--- config.mk ---
export PLATFORM = sky130hd
export DESIGN_NAME = dmem_access_ctrl
export DESIGN_NICKNAME = d
export VERILOG_FILES = /design/src/rtl/dmem_access_ctrl_pkg.sv /design/src/rtl/load_extend.sv /design/src/rtl/dmem_access_ctrl.sv
export SDC_FILE = /design/constraint.sdc
export NUM_CORES = 1
export LEC_CHECK = 0
export ABC_AREA = 1
export CELL_PAD_IN_SITES_DETAIL_PLACEMENT = 0
export CELL_PAD_IN_SITES_GLOBAL_PLACEMENT = 1
export CORE_MARGIN = 5
export CORE_UTILIZATION = 33
export CTS_CLUSTER_SIZE = 10
export DETAILED_ROUTE_END_ITERATION = 10
export GPL_TIMING_DRIVEN = 0
export PLACE_DENSITY_LB_ADDON = 0.25
export SLEW_MARGIN = 20
export SYNTH_ARGS = -nofsm -noshare
export SYNTH_HDL_FRONTEND = slang
export SYNTH_SLANG_ARGS = --single-unit
--- constraint.sdc ---
create_clock -name clk -period 3.2 [get_ports clk]
set_input_delay 0.64 -clock clk [delete_from_list [all_inputs] [get_ports clk]]
set_output_delay 0.64 -clock clk [all_outputs]
set_load 0.01 [all_outputs]
--- src/rtl/dmem_access_ctrl_pkg.sv ---
`default_nettype none
// +--------------------------------------------------------------------------+
// | Module  : dmem_access_ctrl_pkg                                           |
// | Desc    : Shared state encodings, Funct3 access codes and lane helpers.  |
// | Rev     : 1.0  initial release                                           |
// +--------------------------------------------------------------------------+
package dmem_access_ctrl_pkg;

   typedef enum logic [1:0] {
      IDLE = 2'd0,
      REQ  = 2'd1,
      RESP = 2'd2
   } dmem_state_t;

   localparam logic [2:0] LS_B  = 3'b000;
   localparam logic [2:0] LS_H  = 3'b001;
   localparam logic [2:0] LS_W  = 3'b010;
   localparam logic [2:0] LS_BU = 3'b100;
   localparam logic [2:0] LS_HU = 3'b101;

   function automatic logic f3_is_legal(input logic [2:0] f3);
      case (f3)
         LS_B, LS_H, LS_W, LS_BU, LS_HU: return 1'b1;
         default:                        return 1'b0;
      endcase
   endfunction

   // size is Funct3[1:0]: 00 byte, 01 half, 10 word
   function automatic logic is_aligned(input logic [1:0] size, input logic [1:0] lane);
      case (size)
         2'b00:   return 1'b1;
         2'b01:   return ~lane[0];
         2'b10:   return (lane == 2'b00);
         default: return 1'b0;
      endcase
   endfunction

   function automatic logic [3:0] byte_enables(input logic [1:0] size, input logic [1:0] lane);
      case (size)
         2'b00:   return 4'b0001 << lane;
         2'b01:   return 4'b0011 << lane;
         default: return 4'b1111;
      endcase
   endfunction

   function automatic logic [31:0] store_replicate(input logic [1:0] size, input logic [31:0] data);
      case (size)
         2'b00:   return {4{data[7:0]}};
         2'b01:   return {2{data[15:0]}};
         default: return data;
      endcase
   endfunction

endpackage
`default_nettype wire

--- src/rtl/load_extend.sv ---
`default_nettype none
// +--------------------------------------------------------------------------+
// | Module  : load_extend                                                    |
// | Desc    : Lane select plus sign/zero extension of a loaded word.         |
// | Rev     : 1.0  initial release                                           |
// +--------------------------------------------------------------------------+
module load_extend
   import dmem_access_ctrl_pkg::*;
(
   input  logic [31:0] word,
   input  logic [1:0]  addr,
   input  logic [2:0]  Funct3,
   output logic [31:0] data
);

   logic [7:0]  w_byte;
   logic [15:0] w_half;

   assign w_byte = word[{addr, 3'b000} +: 8];
   assign w_half = addr[1] ? word[31:16] : word[15:0];

   always_comb begin
      data = word;
      case (Funct3)
         LS_B:    data = {{24{w_byte[7]}}, w_byte};
         LS_H:    data = {{16{w_half[15]}}, w_half};
         LS_BU:   data = {24'd0, w_byte};
         LS_HU:   data = {16'd0, w_half};
         default: data = word;
      endcase
   end

endmodule
`default_nettype wire

--- src/rtl/dmem_access_ctrl.sv ---
`default_nettype none
// +--------------------------------------------------------------------------+
// | Module  : dmem_access_ctrl                                               |
// | Desc    : Load/store sequencer to a variable-latency data memory.        |
// |           Optional REQ timeout abort enabled by DMEM_TIMEOUT_EN.         |
// | Rev     : 1.0  initial release                                           |
// +--------------------------------------------------------------------------+
module dmem_access_ctrl
   import dmem_access_ctrl_pkg::*;
#(
   parameter int BITS           = 32,
   parameter int ADDR_W         = 32,
   parameter int TIMEOUT_CYCLES = 16
)
(
   input  logic              clk,
   input  logic              rst_n,
   input  logic              MemRead,
   input  logic              MemWrite,
   input  logic [2:0]        Funct3,
   input  logic [ADDR_W-1:0] addr,
   input  logic [BITS-1:0]   wdata,
   output logic              stall,
   output logic [BITS-1:0]   rdata,
   output logic              rdata_vld,
   output logic              access_err,
   output logic              mem_req,
   output logic              mem_we,
   output logic [ADDR_W-1:0] mem_addr,
   output logic [3:0]        mem_be,
   output logic [BITS-1:0]   mem_wdata,
   input  logic              mem_ready,
   input  logic [BITS-1:0]   mem_rdata
);

   if (BITS != 32) begin : g_bits_check
      $error("dmem_access_ctrl: BITS must be 32");
   end
   if (TIMEOUT_CYCLES < 1 || TIMEOUT_CYCLES > 256) begin : g_timeout_check
      $error("dmem_access_ctrl: TIMEOUT_CYCLES must be 1..256");
   end

   dmem_state_t r_state;
   logic [1:0]  r_lane;
   logic [2:0]  r_f3;
   logic        r_is_load;
   logic        r_rdata_vld;
   logic        r_tmo_err;

   logic        w_req;
   logic        w_legal;
   logic        w_accept;
   logic        w_reject;
   logic [31:0] w_ext;

`ifdef DMEM_TIMEOUT_EN
   localparam logic [7:0] c_tmo_last = 8'(TIMEOUT_CYCLES - 1);
   logic [7:0] r_tmo_cnt;
`endif

   assign w_req    = MemRead | MemWrite;
   assign w_legal  = f3_is_legal(Funct3) && is_aligned(Funct3[1:0], addr[1:0]);
   assign w_accept = (r_state == IDLE) && w_req && w_legal;
   assign w_reject = (r_state == IDLE) && w_req && !w_legal;

   // IDLE must hold the core in the same cycle it accepts the access
   assign stall      = w_accept || (r_state == REQ);
   assign access_err = w_reject || r_tmo_err;
   assign rdata_vld  = r_rdata_vld;

   load_extend u_load_extend (
      .word   (mem_rdata),
      .addr   (r_lane),
      .Funct3 (r_f3),
      .data   (w_ext)
   );

   always_ff @(posedge clk or negedge rst_n) begin
      if (!rst_n) begin
         r_state     <= IDLE;
         r_lane      <= '0;
         r_f3        <= '0;
         r_is_load   <= 1'b0;
         r_rdata_vld <= 1'b0;
         r_tmo_err   <= 1'b0;
         rdata       <= '0;
         mem_req     <= 1'b0;
         mem_we      <= 1'b0;
         mem_addr    <= '0;
         mem_be      <= '0;
         mem_wdata   <= '0;
`ifdef DMEM_TIMEOUT_EN
         r_tmo_cnt   <= '0;
`endif
      end else begin
         r_rdata_vld <= 1'b0;
         r_tmo_err   <= 1'b0;
         case (r_state)
            IDLE: begin
               if (w_accept) begin
                  r_state   <= REQ;
                  r_lane    <= addr[1:0];
                  r_f3      <= Funct3;
                  r_is_load <= ~MemWrite;
                  mem_req   <= 1'b1;
                  mem_we    <= MemWrite;
                  mem_addr  <= {addr[ADDR_W-1:2], 2'b00};
                  mem_be    <= byte_enables(Funct3[1:0], addr[1:0]);
                  mem_wdata <= store_replicate(Funct3[1:0], wdata);
`ifdef DMEM_TIMEOUT_EN
                  r_tmo_cnt <= '0;
`endif
               end
            end
            REQ: begin
               if (mem_ready) begin
                  mem_req <= 1'b0;
                  r_state <= RESP;
                  if (r_is_load) begin
                     rdata       <= w_ext;
                     r_rdata_vld <= 1'b1;
                  end
               end
`ifdef DMEM_TIMEOUT_EN
               else if (r_tmo_cnt == c_tmo_last) begin
                  mem_req   <= 1'b0;
                  r_state   <= RESP;
                  r_tmo_err <= 1'b1;
                  if (r_is_load) begin
                     rdata       <= '0;
                     r_rdata_vld <= 1'b1;
                  end
               end else begin
                  r_tmo_cnt <= r_tmo_cnt + 8'd1;
               end
`endif
            end
            RESP:    r_state <= IDLE;
            default: r_state <= IDLE;
         endcase
      end
   end

endmodule
`default_nettype wire

==> metrics.md, run 1 <==
| Metric | Value |
|---|---|
| Wire per inst | 15.14 um |
| Htree depth | 3 |
| Status | finished clean |
| Worst Setup End Kind | output port |
| CTS Hold Bufs | 0 |
| Post-layout instance area | 0.008110 mm^2 |
| Most frequent cells after synthesis | nand2_1, dfrtp_1, inv_1, nand3_1, a21oi_1 |
| Setup TNS | 0 ps |
| Worst setup SP type | input pin |
| Max clock buf depth | 2 |
| Crit Path Category | in -> out |
| Setup Buffers After CTS | 0 |
| Flops & latches, synth | 109 |
| GP Congestion | 0.8691 |
| DIE WIDTH | 138.4 um |
| First-pass GRT wire length | 28.84 mm |
| Die ar. | 0.01914 mm^2 |
| FILL cells | 1719 |
| Final nets | 1052 |
| LEAKAGE | 4.092 nW |
| Initial antenna violation count | 0 |
| Clock transition at the registers of the reported paths | 70 ps |
| Max VDD drop | 0.2990 mV |
| Crit path time final | 2935 ps |
| Drt first pass iters | 5 |
| Worst slew margin | 60.11% |
| Layout area overhead | 49.18% |
| Setup violators final | 0 |
| Yosys warns | 0 |
| Most common cell in the synthesized netlist | nand2_1 |
| IO Port Bufs | 205 |
| Post-CTS sizing | 2 |
| Gr usage total | 18.63% |
| DPL Wire Length | 13.44 mm |
| Final hold vios | 0 |
| Clock Tree Root | clkbuf_16 |
| Top cell type's share of synthesized area | 50.17% |
| Clock sinks | 109 |
| Worst Max-Slew Pin Slew | 598.3 ps |
| Largest net degree at the start of global routing | 62 |
| Fmax | 0.3407 GHz |
| Routed Wire Length | 17.76 mm |
| Top Ports | 209 |
| Post-DRT Antenna Nets | 0 |
| Top FF cell, synth | dfrtp_1 |
| Worst path required time | 2560 ps |
| Seq/Total Area, Yosys | 50.17% |
| Die height | 138.4 um |
| Vias | 5307 |
| Placed cell area | 0.007796 mm^2 |
| Fin crit share | 91.73% |
| Largest cells by area after synthesis | dfrtp_1, nand2_1, inv_1 |
| Post-Syn Instances | 730 |
| Worst Skew | 5.691 ps |
| Synth area leader | dfrtp_1 |
| Pwr Total | 6.291 mW |
| Setup repair after global routing missed its margin | no |
| Worst-skew pair later-pin latency | 350 ps |
| Initial Util | 33.25% |
| Share of post-route cells with drive strength above 1 | 7.345% |
| Rows | 47 |
| N_diodes | 0 |
| Number of global-route vias before repair | 5376 |
| CTS tree | yes |
| EDFF count, synth | 0 |
| Grt total ovfl | 0 |
| Vias per cell | 4.524 |
| DR iter-0 viols | 260 |
| Final Util | 49.61% |
| DRC viols | 0 |
| Cell Pwr Density | 775.6 mW/mm^2 |
| CP Data Arrival Time | 2300 ps |
| Max-slew violations | 0 |
| Syn_area_per_cell | 7.447 um^2 |
| Core area | 0.01635 mm^2 |
| Hold WC Path Type | in -> async |
| Max cap viols | 0 |
| Yosys cell types | 26 |
| Synthesized cell area | 0.005436 mm^2 |
| CP max FO | 10 |
| Ys async rst share | 100.0% |
| TritonCTS Buffers | 9 |
==> worst max-delay path: stages <==
cell	delay, ps
clkdlybuf4s50_1	550
nor2_1	90
nor3_1	180
nand2_2	150
buf_6	190
buf_6	140
nand2_1	50
dlygate4sd2_1	290
==> cell type report <==
| class | instances | area, um^2 | share of cell area, % |
|---|---|---|---|
| Buffer | 42 | 275.3 | 3.394 |
| Clock buffer | 14 | 274.0 | 3.379 |
| Clock inverter | 2 | 38.79 | 0.4782 |
| Inverter | 73 | 274.0 | 3.379 |
| Multi-Input combinational cell | 507 | 2166 | 26.70 |
| Sequential cell | 109 | 2728 | 33.63 |
| Tap cell | 220 | 275.3 | 3.394 |
| Timing Repair Buffer | 206 | 2079 | 25.64 |
==> kinds of logic after synthesis <==
group                  share of synthesized area (%)
AO/OA/AOI/OAI                                  9.229
buffers and inverters                          10.10
flip-flops                                     50.17
other                                        0.06898
AND/OR/NAND/NOR                                30.43
==> through the flow <==
step / instances / hold WS (ps) / setup slack (ps)
detailed placement: 1157 / 464.2 / -59.42
global route: 1173 / 243.0 / 139.6
floorplan: 731 / 344.4 / 1069
global placement: 1156 / 460.9 / -3035
finish: 1173 / 213.1 / 264.7
CTS: 1173 / 223.6 / 240.7
==> path summary, 6_finish.rpt <==
check	start	slack, ps	end	cells past startpoint
max in group asynchronous	rst_n	2330	mem_wdata[18]$_DFFE_PN0P_	2
worst max register to register	r_state[1]$_DFFE_PN0P_	1670	rdata[31]$_DFFE_PN0P_	9
worst max-delay path	MemWrite	260	stall	8
worst min register to register	mem_addr[16]$_DFFE_PN0P_	480	mem_addr[16]$_DFFE_PN0P_	2
min in group clk	mem_addr[16]$_DFFE_PN0P_	480	mem_addr[16]$_DFFE_PN0P_	2
worst min-delay path	rst_n	210	rdata_vld$_DFF_PN0_	1
==> placed cells by master, fill, tap and decap left out, types with 4 or more instances in the layout <==
cell and instances:
inv_2 6, buf_1 4, nor2_1 28, a21oi_1 37, nand2_1 306, or2_0 4, clkbuf_16 9, o21ai_1 30
buf_4 11, clkbuf_1 8, or2_1 4, clkdlybuf4s50_1 203, buf_2 13, nand3_1 50, or2_2 8, buf_6 9
inv_1 67, dfrtp_1 109, o21ai_0 24
==> power by group <==
part / switching, mW / internal, mW
Sequential: 0.284 / 1.91
Clock: 0.521 / 0.676
Combinational: 1.41 / 1.49
==> metal layers <==
layer  up-vias  global-route usage (%)  share of wire [%]
li1       2688                       -                  -
met3        19                   7.079                9.4
met1      2420                   23.15                 43
met5         -                       0                  0
met4         0                   5.460                1.5
met2       180                   30.34                 46
==> state kept, by name, summed over array words and instances (netlist names), 2 cells and up <==
register / flops
rdata: 32
r_state: 2
r_f3: 3
mem_wdata: 32
mem_be: 4
r_lane: 2
mem_addr: 30
No activity file was read; power rests on OpenSTA's default activity.
==> run 2: changes to the inputs <==
--- a/config.mk
+++ b/config.mk
@@ -5,15 +5,15 @@
 export SDC_FILE = /design/constraint.sdc
 export NUM_CORES = 1
 export LEC_CHECK = 0
-export ABC_AREA = 1
 export CELL_PAD_IN_SITES_DETAIL_PLACEMENT = 0
 export CELL_PAD_IN_SITES_GLOBAL_PLACEMENT = 1
 export CORE_MARGIN = 5
-export CORE_UTILIZATION = 33
+export CORE_UTILIZATION = 35
 export CTS_CLUSTER_SIZE = 10
 export DETAILED_ROUTE_END_ITERATION = 10
 export GPL_TIMING_DRIVEN = 0
 export PLACE_DENSITY_LB_ADDON = 0.25
+export SETUP_SLACK_MARGIN = 0.05
 export SLEW_MARGIN = 20
 export SYNTH_ARGS = -nofsm -noshare
 export SYNTH_HDL_FRONTEND = slang
==> run 2 against run 1 <==
  * Critical path depth down 2
  * Synthesized area down 5.6%
  * Critical path type unchanged
  * Critical endpoint unchanged
  * Maximum frequency up 3.3%
  * Sequential cell count unchanged
  * Register-to-register slack worse by 350 ps
  * Clock power about the same
  * Hold slack better by 8.0 ps
==> metrics.md, run 2 <==
| Metric | Value |
|---|---|
| Cell Pwr Density | 787.4 mW/mm^2 (+1.5%) |
| Fmax | 0.3519 GHz (+3.3%) |
| Largest cells by area after synthesis | dfrtp_1, mux2_1, mux2i_1 |
| TritonCTS Buffers | 9 (unchanged) |
| Vias per cell | 5.172 (+14%) |
| IO Port Bufs | 206 (+0.49%) |
| Max cap viols | 0 (unchanged) |
| Fin cells | 879 (-25%) |
| DIE WIDTH | 131.1 um (-5.2%) |
| Most frequent cells after synthesis | dfrtp_1, nand2_1, o21ai_0, mux2_1, a21oi_1 |
| CP max FO | 19 (+9) |
| Vias | 4546 (-14%) |
| Worst Skew | 6.804 ps (+1.113 ps) |
| Placed cell area | 0.007457 mm^2 (-4.3%) |
| Clock transition at the registers of the reported paths | 80 ps (about the same) |
| Layout area overhead | 51.56% |
| Worst path required time | 2560 ps (about the same) |
| Fin crit share | 88.81% (-2.9 points) |
| Wire per inst | 19.18 um (+27%) |
| Clock sinks | 109 (unchanged) |
| First-pass GRT wire length | 26.52 mm (-8.1%) |
| Max-slew violations | 0 (unchanged) |
| Initial Util | 35.45% (+2.2 points) |
| Drt first pass iters | 4 (-1) |
| Worst Setup End Kind | output port |
| Worst hold slack | 221.1 ps (+7.984 ps) |
| DPL Wire Length | 12.79 mm (-4.8%) |
| Post-Place Cells | 863 (-25%) |
| Sw Share | 34.06% (-1.2 points) |
| Htree depth | 3 (unchanged) |
| Max VDD drop | 0.4293 mV (+44%) |
| Post-layout instance area | 0.007779 mm^2 (-4.1%) |
| Combinational fraction of design power | 43.5% (-2.5 points) |
| Die height | 131.1 um (-5.2%) |
| Most frequent cells in the layout | clkdlybuf4s50_1, dfrtp_1, o21ai_0, nand2_1, mux2_1 |
| Crit-path leading delay family | buffers and inverters |
| Share of post-route cells with drive strength above 1 | 8.345% (+1.0 points) |
| Hold WC Path Type | in -> async |
| Crit path time final | 2842 ps (-93.31 ps) |
| Sequential share of power | 37.0% (+2.1 points) |
| Final nets | 794 (-25%) |
| Final hold vios | 0 (unchanged) |
| Routed Wire Length | 16.86 mm (-5.1%) |
| Max clock buf depth | 2 (unchanged) |
| Synthesized cell area | 0.005132 mm^2 (-5.6%) |
| Crit path cell chain | clkdlybuf4s50_1, nor4_4, o221ai_2, buf_4, nand2_1, dlygate4sd2_1 |
| Gr usage total | 20.07% (+1.4 points) |
| Synth area leader | dfrtp_1 |
| Post-DRT Antenna Nets | 0 (unchanged) |
| Largest registers | mem_wdata (32), rdata (32), mem_addr (30) |
| Int Pwr | 4.038 mW (-0.91%) |
| Crit Path Category | in -> out |
| Rows | 44 (-6.4%) |
| Core area | 0.01448 mm^2 (-11%) |
| DR iter-0 viols | 254 (-2.3%) |
| DRC viols | 0 (unchanged) |
| Crit path buffers/inverters | 3 (-1) |
| Clock Power Share | 19.5% (+0.5 points) |
| Clock Tree Root | clkbuf_16 |
| CP peak stage delay | 480 ps (-70 ps) |
| Top cell type's share of synthesized area | 53.14% (+3.0 points) |
| Die ar. | 0.01719 mm^2 (-10%) |
| Post-Syn Instances | 471 (-35%) |
| Top FF cell, synth | dfrtp_1 |
| LEAKAGE | 3.230 nW (-21%) |
| Switching Power | 2.086 mW (-5.8%) |
| Initial antenna violation count | 1 (+1) |
| EDFF count, synth | 0 (unchanged) |
| Largest net degree at the start of global routing | 62 (unchanged) |
| Top Ports | 209 (unchanged) |
| Number of global-route vias before repair | 4876 (-9.3%) |
| Seq/Total Area, Yosys | 53.14% (+3.0 points) |
| Grt total ovfl | 0 (unchanged) |
| CTS tree | yes |
| Commonest non-fill, non-tap cell in the layout | clkdlybuf4s50_1 |
| Setup violators final | 0 (unchanged) |
| Worst setup SP type | input pin |
| Worst slew margin | 41.67% (-18 points) |
| CP Data Arrival Time | 2200 ps (-100 ps) |
| Yosys cell types | 32 (+23%) |
| Most common cell in the synthesized netlist | dfrtp_1 |
| Syn_area_per_cell | 10.90 um^2 (+46%) |
| Setup repair after global routing missed its margin | no |
| CP startpoint | Funct3[2] |
| Worst-skew pair later-pin latency | 360 ps (about the same) |
| Status | finished clean |
| N_diodes | 0 (unchanged) |
| Yosys warns | 0 (unchanged) |
| CP max-delay cell | clkdlybuf4s50_1 |
| Flops & latches, synth | 109 (unchanged) |
| GP Congestion | 0.8121 (-6.6%) |
| Worst Max-Slew Pin Slew | 871.7 ps (+273.4 ps) |
| Ys async rst share | 100.0% (unchanged) |
| RR Startpoint | r_f3[0]$_DFFE_PN0P_ |
-- run 2: stage by stage --
stage | setup TNS [ps] | power (mW) | worst slack (ps) | util, %
6_report | 0 | 6.125 | 358.0 | 53.72
3_5_place_dp | -382.2 | 4.984 | -382.2 | 51.50
3_3_place_gp | -304970 | 4.913 | -2804 | 51.30
2_1_floorplan | 0 | 3.400 | 972.3 | -
4_1_cts | 0 | 6.203 | 137.8 | 53.76
5_1_grt | 0 | 6.525 | 231.3 | 53.72
-- run 2: cell families after synthesis --
kind of cell	synth area share, %
compound gates	15.80
simple gates	9.313
flops	53.14
other cells	0.07306
buf+inv	3.852
mux	17.82
-- run 2: worst paths after layout --
| check | to | slack, ps | depth (start not counted) |
|---|---|---|---|
| max in group asynchronous | mem_wdata[10]$_DFFE_PN0P_ | 2290 | 2 |
| worst max register to register | rdata[5]$_DFFE_PN0P_ | 1320 | 7 |
| min in group clk | mem_be[2]$_DFFE_PN0P_ | 480 | 2 |
| worst min-delay path | rdata[24]$_DFFE_PN0P_ | 220 | 1 |
| worst min register to register | mem_be[2]$_DFFE_PN0P_ | 480 | 2 |
| worst max-delay path | stall | 360 | 6 |
-- run 2: repair_timing --
item	CTS	global route
pin swaps	2	0
endpoints found under the setup margin	1	1
resized for setup	4	0
setup buffers	1	0
hold buffers	0	0
-- run 2: layout make-up --
class	count	area [um^2]
buffer	36	173.9
clock buffer	9	225.2
clock inverter	7	88.84
fill	1317	6700
inverter	5	18.77
multi-input combinational	321	2220
sequential	109	2728
tap	184	230.2
timing repair buffer	208	2095
-- run 2: layer usage --
| layer | global-route usage, % | share of wire, % | vias to the layer above |
|---|---|---|---|
| met5 | 0 | 0.042 | - |
| met4 | 6.776 | 1.8 | 2 |
| met2 | 32.29 | 47 | 182 |
| li1 | - | - | 2113 |
| met3 | 8.104 | 11 | 20 |
| met1 | 24.56 | 40 | 2229 |
-- run 2: power groups by stage --
stage,sequential (mW),combinational (mW),clock (mW)
after floorplan,2.48,0.919,0
after global placement,2.26,2.65,0
after detailed placement,2.29,2.69,0
after CTS,2.27,2.71,1.23
after global routing,2.35,2.91,1.27
final,2.27,2.67,1.19
==> run 3: changes to the inputs <==
--- a/config.mk
+++ b/config.mk
@@ -7,7 +7,7 @@
 export LEC_CHECK = 0
 export CELL_PAD_IN_SITES_DETAIL_PLACEMENT = 0
 export CELL_PAD_IN_SITES_GLOBAL_PLACEMENT = 1
-export CORE_MARGIN = 5
+export CORE_MARGIN = 2
 export CORE_UTILIZATION = 35
 export CTS_CLUSTER_SIZE = 10
 export DETAILED_ROUTE_END_ITERATION = 10
==> run 3 against run 2 <==
  * Combinational power about the same
  * Largest power group unchanged
  * Global-route usage up 0.87 points
  * Clock skew down 1.3 ps
  * Critical path type unchanged
==> metrics.md, run 3 (synthesized netlist as in run 2, its figures left out) <==
| Metric | Value |
|---|---|
| RR Endpoint | rdata[5]$_DFFE_PN0P_ |
| Final WS setup | 300.7 ps (-57.28 ps) |
| Wire per inst | 18.42 um (-4.0%) |
| Most frequent cells in the layout | clkdlybuf4s50_1, dfrtp_1, o21ai_0, nand2_1, mux2_1 |
| Drt first pass iters | 4 (unchanged) |
| DRC viols | 0 (unchanged) |
| Max VDD drop | 0.3664 mV (-15%) |
| Fin crit share | 90.60% (+1.8 points) |
| Top Ports | 209 (unchanged) |
| Max cap viols | 0 (unchanged) |
| Critical Path Most Common Cell | clkdlybuf4s50_1 |
| Htree depth | 3 (unchanged) |
| GP Congestion | 0.8156 (+0.43%) |
| Crit path cell chain | clkdlybuf4s50_1, nor4_4, buf_4, nor3_1, clkdlybuf4s50_1 |
| Max clock buf depth | 2 (unchanged) |
| Max-slew violations | 0 (unchanged) |
| Die height | 125.1 um (-4.6%) |
| Core area | 0.01442 mm^2 (-0.38%) |
| Hold WC Path Type | in -> async |
| First-pass GRT wire length | 25.94 mm (-2.2%) |
| Initial Util | 35.58% (+0.14 points) |
| Gr usage total | 20.94% (+0.87 points) |
| TritonCTS Buffers | 9 (unchanged) |
| Number of global-route vias before repair | 4850 (-0.53%) |
| Routed Wire Length | 16.21 mm (-3.9%) |
| Worst setup SP type | input pin |
| IO Port Bufs | 206 (unchanged) |
| CP Data Arrival Time | 2260 ps (+60 ps) |
| Crit path buffers/inverters | 3 (unchanged) |
| Clock transition at the registers of the reported paths | 70 ps (about the same) |
| Status | finished clean |
| Rows | 44 (unchanged) |
| N_diodes | 0 (unchanged) |
| Worst slew margin | 37.08% (-4.6 points) |
| LEAKAGE | 3.226 nW (-0.14%) |
| Setup violators final | 0 (unchanged) |
| Final nets | 795 (+0.13%) |
| Die ar. | 0.01565 mm^2 (-8.9%) |
| Layout area overhead | 51.39% |
| Crit path time final | 2899 ps (+57.28 ps) |
| Flop-to-flop setup slack | 1280 ps (-40 ps) |
| DIE WIDTH | 125.1 um (-4.6%) |
| Post-DRT Antenna Nets | 0 (unchanged) |
| CP startpoint | Funct3[0] |
| Reg2Reg Depth | 7 (unchanged) |
| DR iter-0 viols | 289 (+14%) |
| CP max-delay cell | clkdlybuf4s50_1 |
| Worst-skew pair later-pin latency | 360 ps (about the same) |
| CP max FO | 5 (-14) |
| Crit Path Category | in -> out |
| RR Startpoint | r_f3[0]$_DFFE_PN0P_ |
| Commonest non-fill, non-tap cell in the layout | clkdlybuf4s50_1 |
| Initial antenna violation count | 0 (-1) |
| Worst Max-Slew Pin Slew | 940.3 ps (+68.62 ps) |
| Setup TNS | 0 ps (unchanged) |
| Crit-path leading delay family | buffers and inverters |
| Setup WS pre-CTS | -417.5 ps (-35.35 ps) |
| Vias per cell | 5.198 (+0.50%) |
| Fmax | 0.3449 GHz (-2.0%) |
| Grt total ovfl | 0 (unchanged) |
| CP peak stage delay | 620 ps (+140 ps) |
| CTS tree | yes |
| Vias | 4574 (+0.62%) |
| Clock sinks | 109 (unchanged) |
| Largest net degree at the start of global routing | 61 (-1.6%) |
| Final hold vios | 0 (unchanged) |
| Share of post-route cells with drive strength above 1 | 8.333% (-0.012 points) |
| Setup repair after global routing missed its margin | no |
| Cell Pwr Density | 775.7 mW/mm^2 (-1.5%) |
| Clock Tree Root | clkbuf_16 |
| Largest registers | mem_wdata (32), rdata (32), mem_addr (30) |
| Worst path required time | 2560 ps (about the same) |
| Final Util | 53.87% (+0.14 points) |
| DPL Wire Length | 12.20 mm (-4.6%) |
| Worst Setup End Kind | output port |
| Worst Skew | 5.515 ps (-1.289 ps) |
[run 3: cell count changes in the layout (fill, tap and decap cells not counted), sizes merged]
| cell | before | now |
|---|---|---|
| inv | 9 | 7 |
| buf | 26 | 27 |
| clkbuf | 22 | 25 |
| bufinv | 1 | 0 |
[run 3: metal layers]
layer | up-vias | global-route usage [%] | part of all wire, %
li1 | 2118 | - | -
met1 | 2247 | 25.18 | 41
met2 | 185 | 35.01 | 48
met3 | 24 | 7.360 | 9.4
met4 | 0 | 7.255 | 2.0
met5 | - | 0 | 0
[run 3: worst max-delay path by stage]
stage,to,depth (start not counted)
2_1_floorplan,stall,5
3_3_place_gp,mem_wdata[7]$_DFFE_PN0P_,1
3_5_place_dp,stall,7
4_1_cts,stall,7
5_1_grt,stall,6
6_report,access_err,5
[run 3: stage by stage]
stage	power [mW]	hold WS (ps)	area (um^2)	instances
after floorplan	3.400	344.4	5136	472
after detailed placement	4.969	470.9	7457	863
after CTS	6.088	232.2	7775	881
after global routing	6.410	239.7	7770	880
after global placement	4.892	463.1	7428	862
final	6.027	210.8	7770	880
[run 3: report_power, final]
group | switching (mW) | total (mW) | internal (mW) | leakage, nW
logic | 1.17 | 2.66 | 1.49 | 1.81
registers | 0.346 | 2.27 | 1.92 | 1.27
clock network | 0.525 | 1.10 | 0.577 | 0.140
[run 3: layout make-up]
class,instances,area (um^2)
Inverter,5,18.77
Clock inverter,4,30.03
Clock buffer,12,256.5
Fill cell,1340,6654
Timing Repair Buffer,209,2102
Multi-Input combinational cell,321,2231
Sequential cell,109,2728
Buffer,36,173.9
Tap cell,184,230.2
[run 3: timing repair]
item	CTS	global route
pin swaps	2	0
hold buffers	0	0
setup endpoints to repair	1	1
setup buffers	2	0
gates resized for setup	5	0
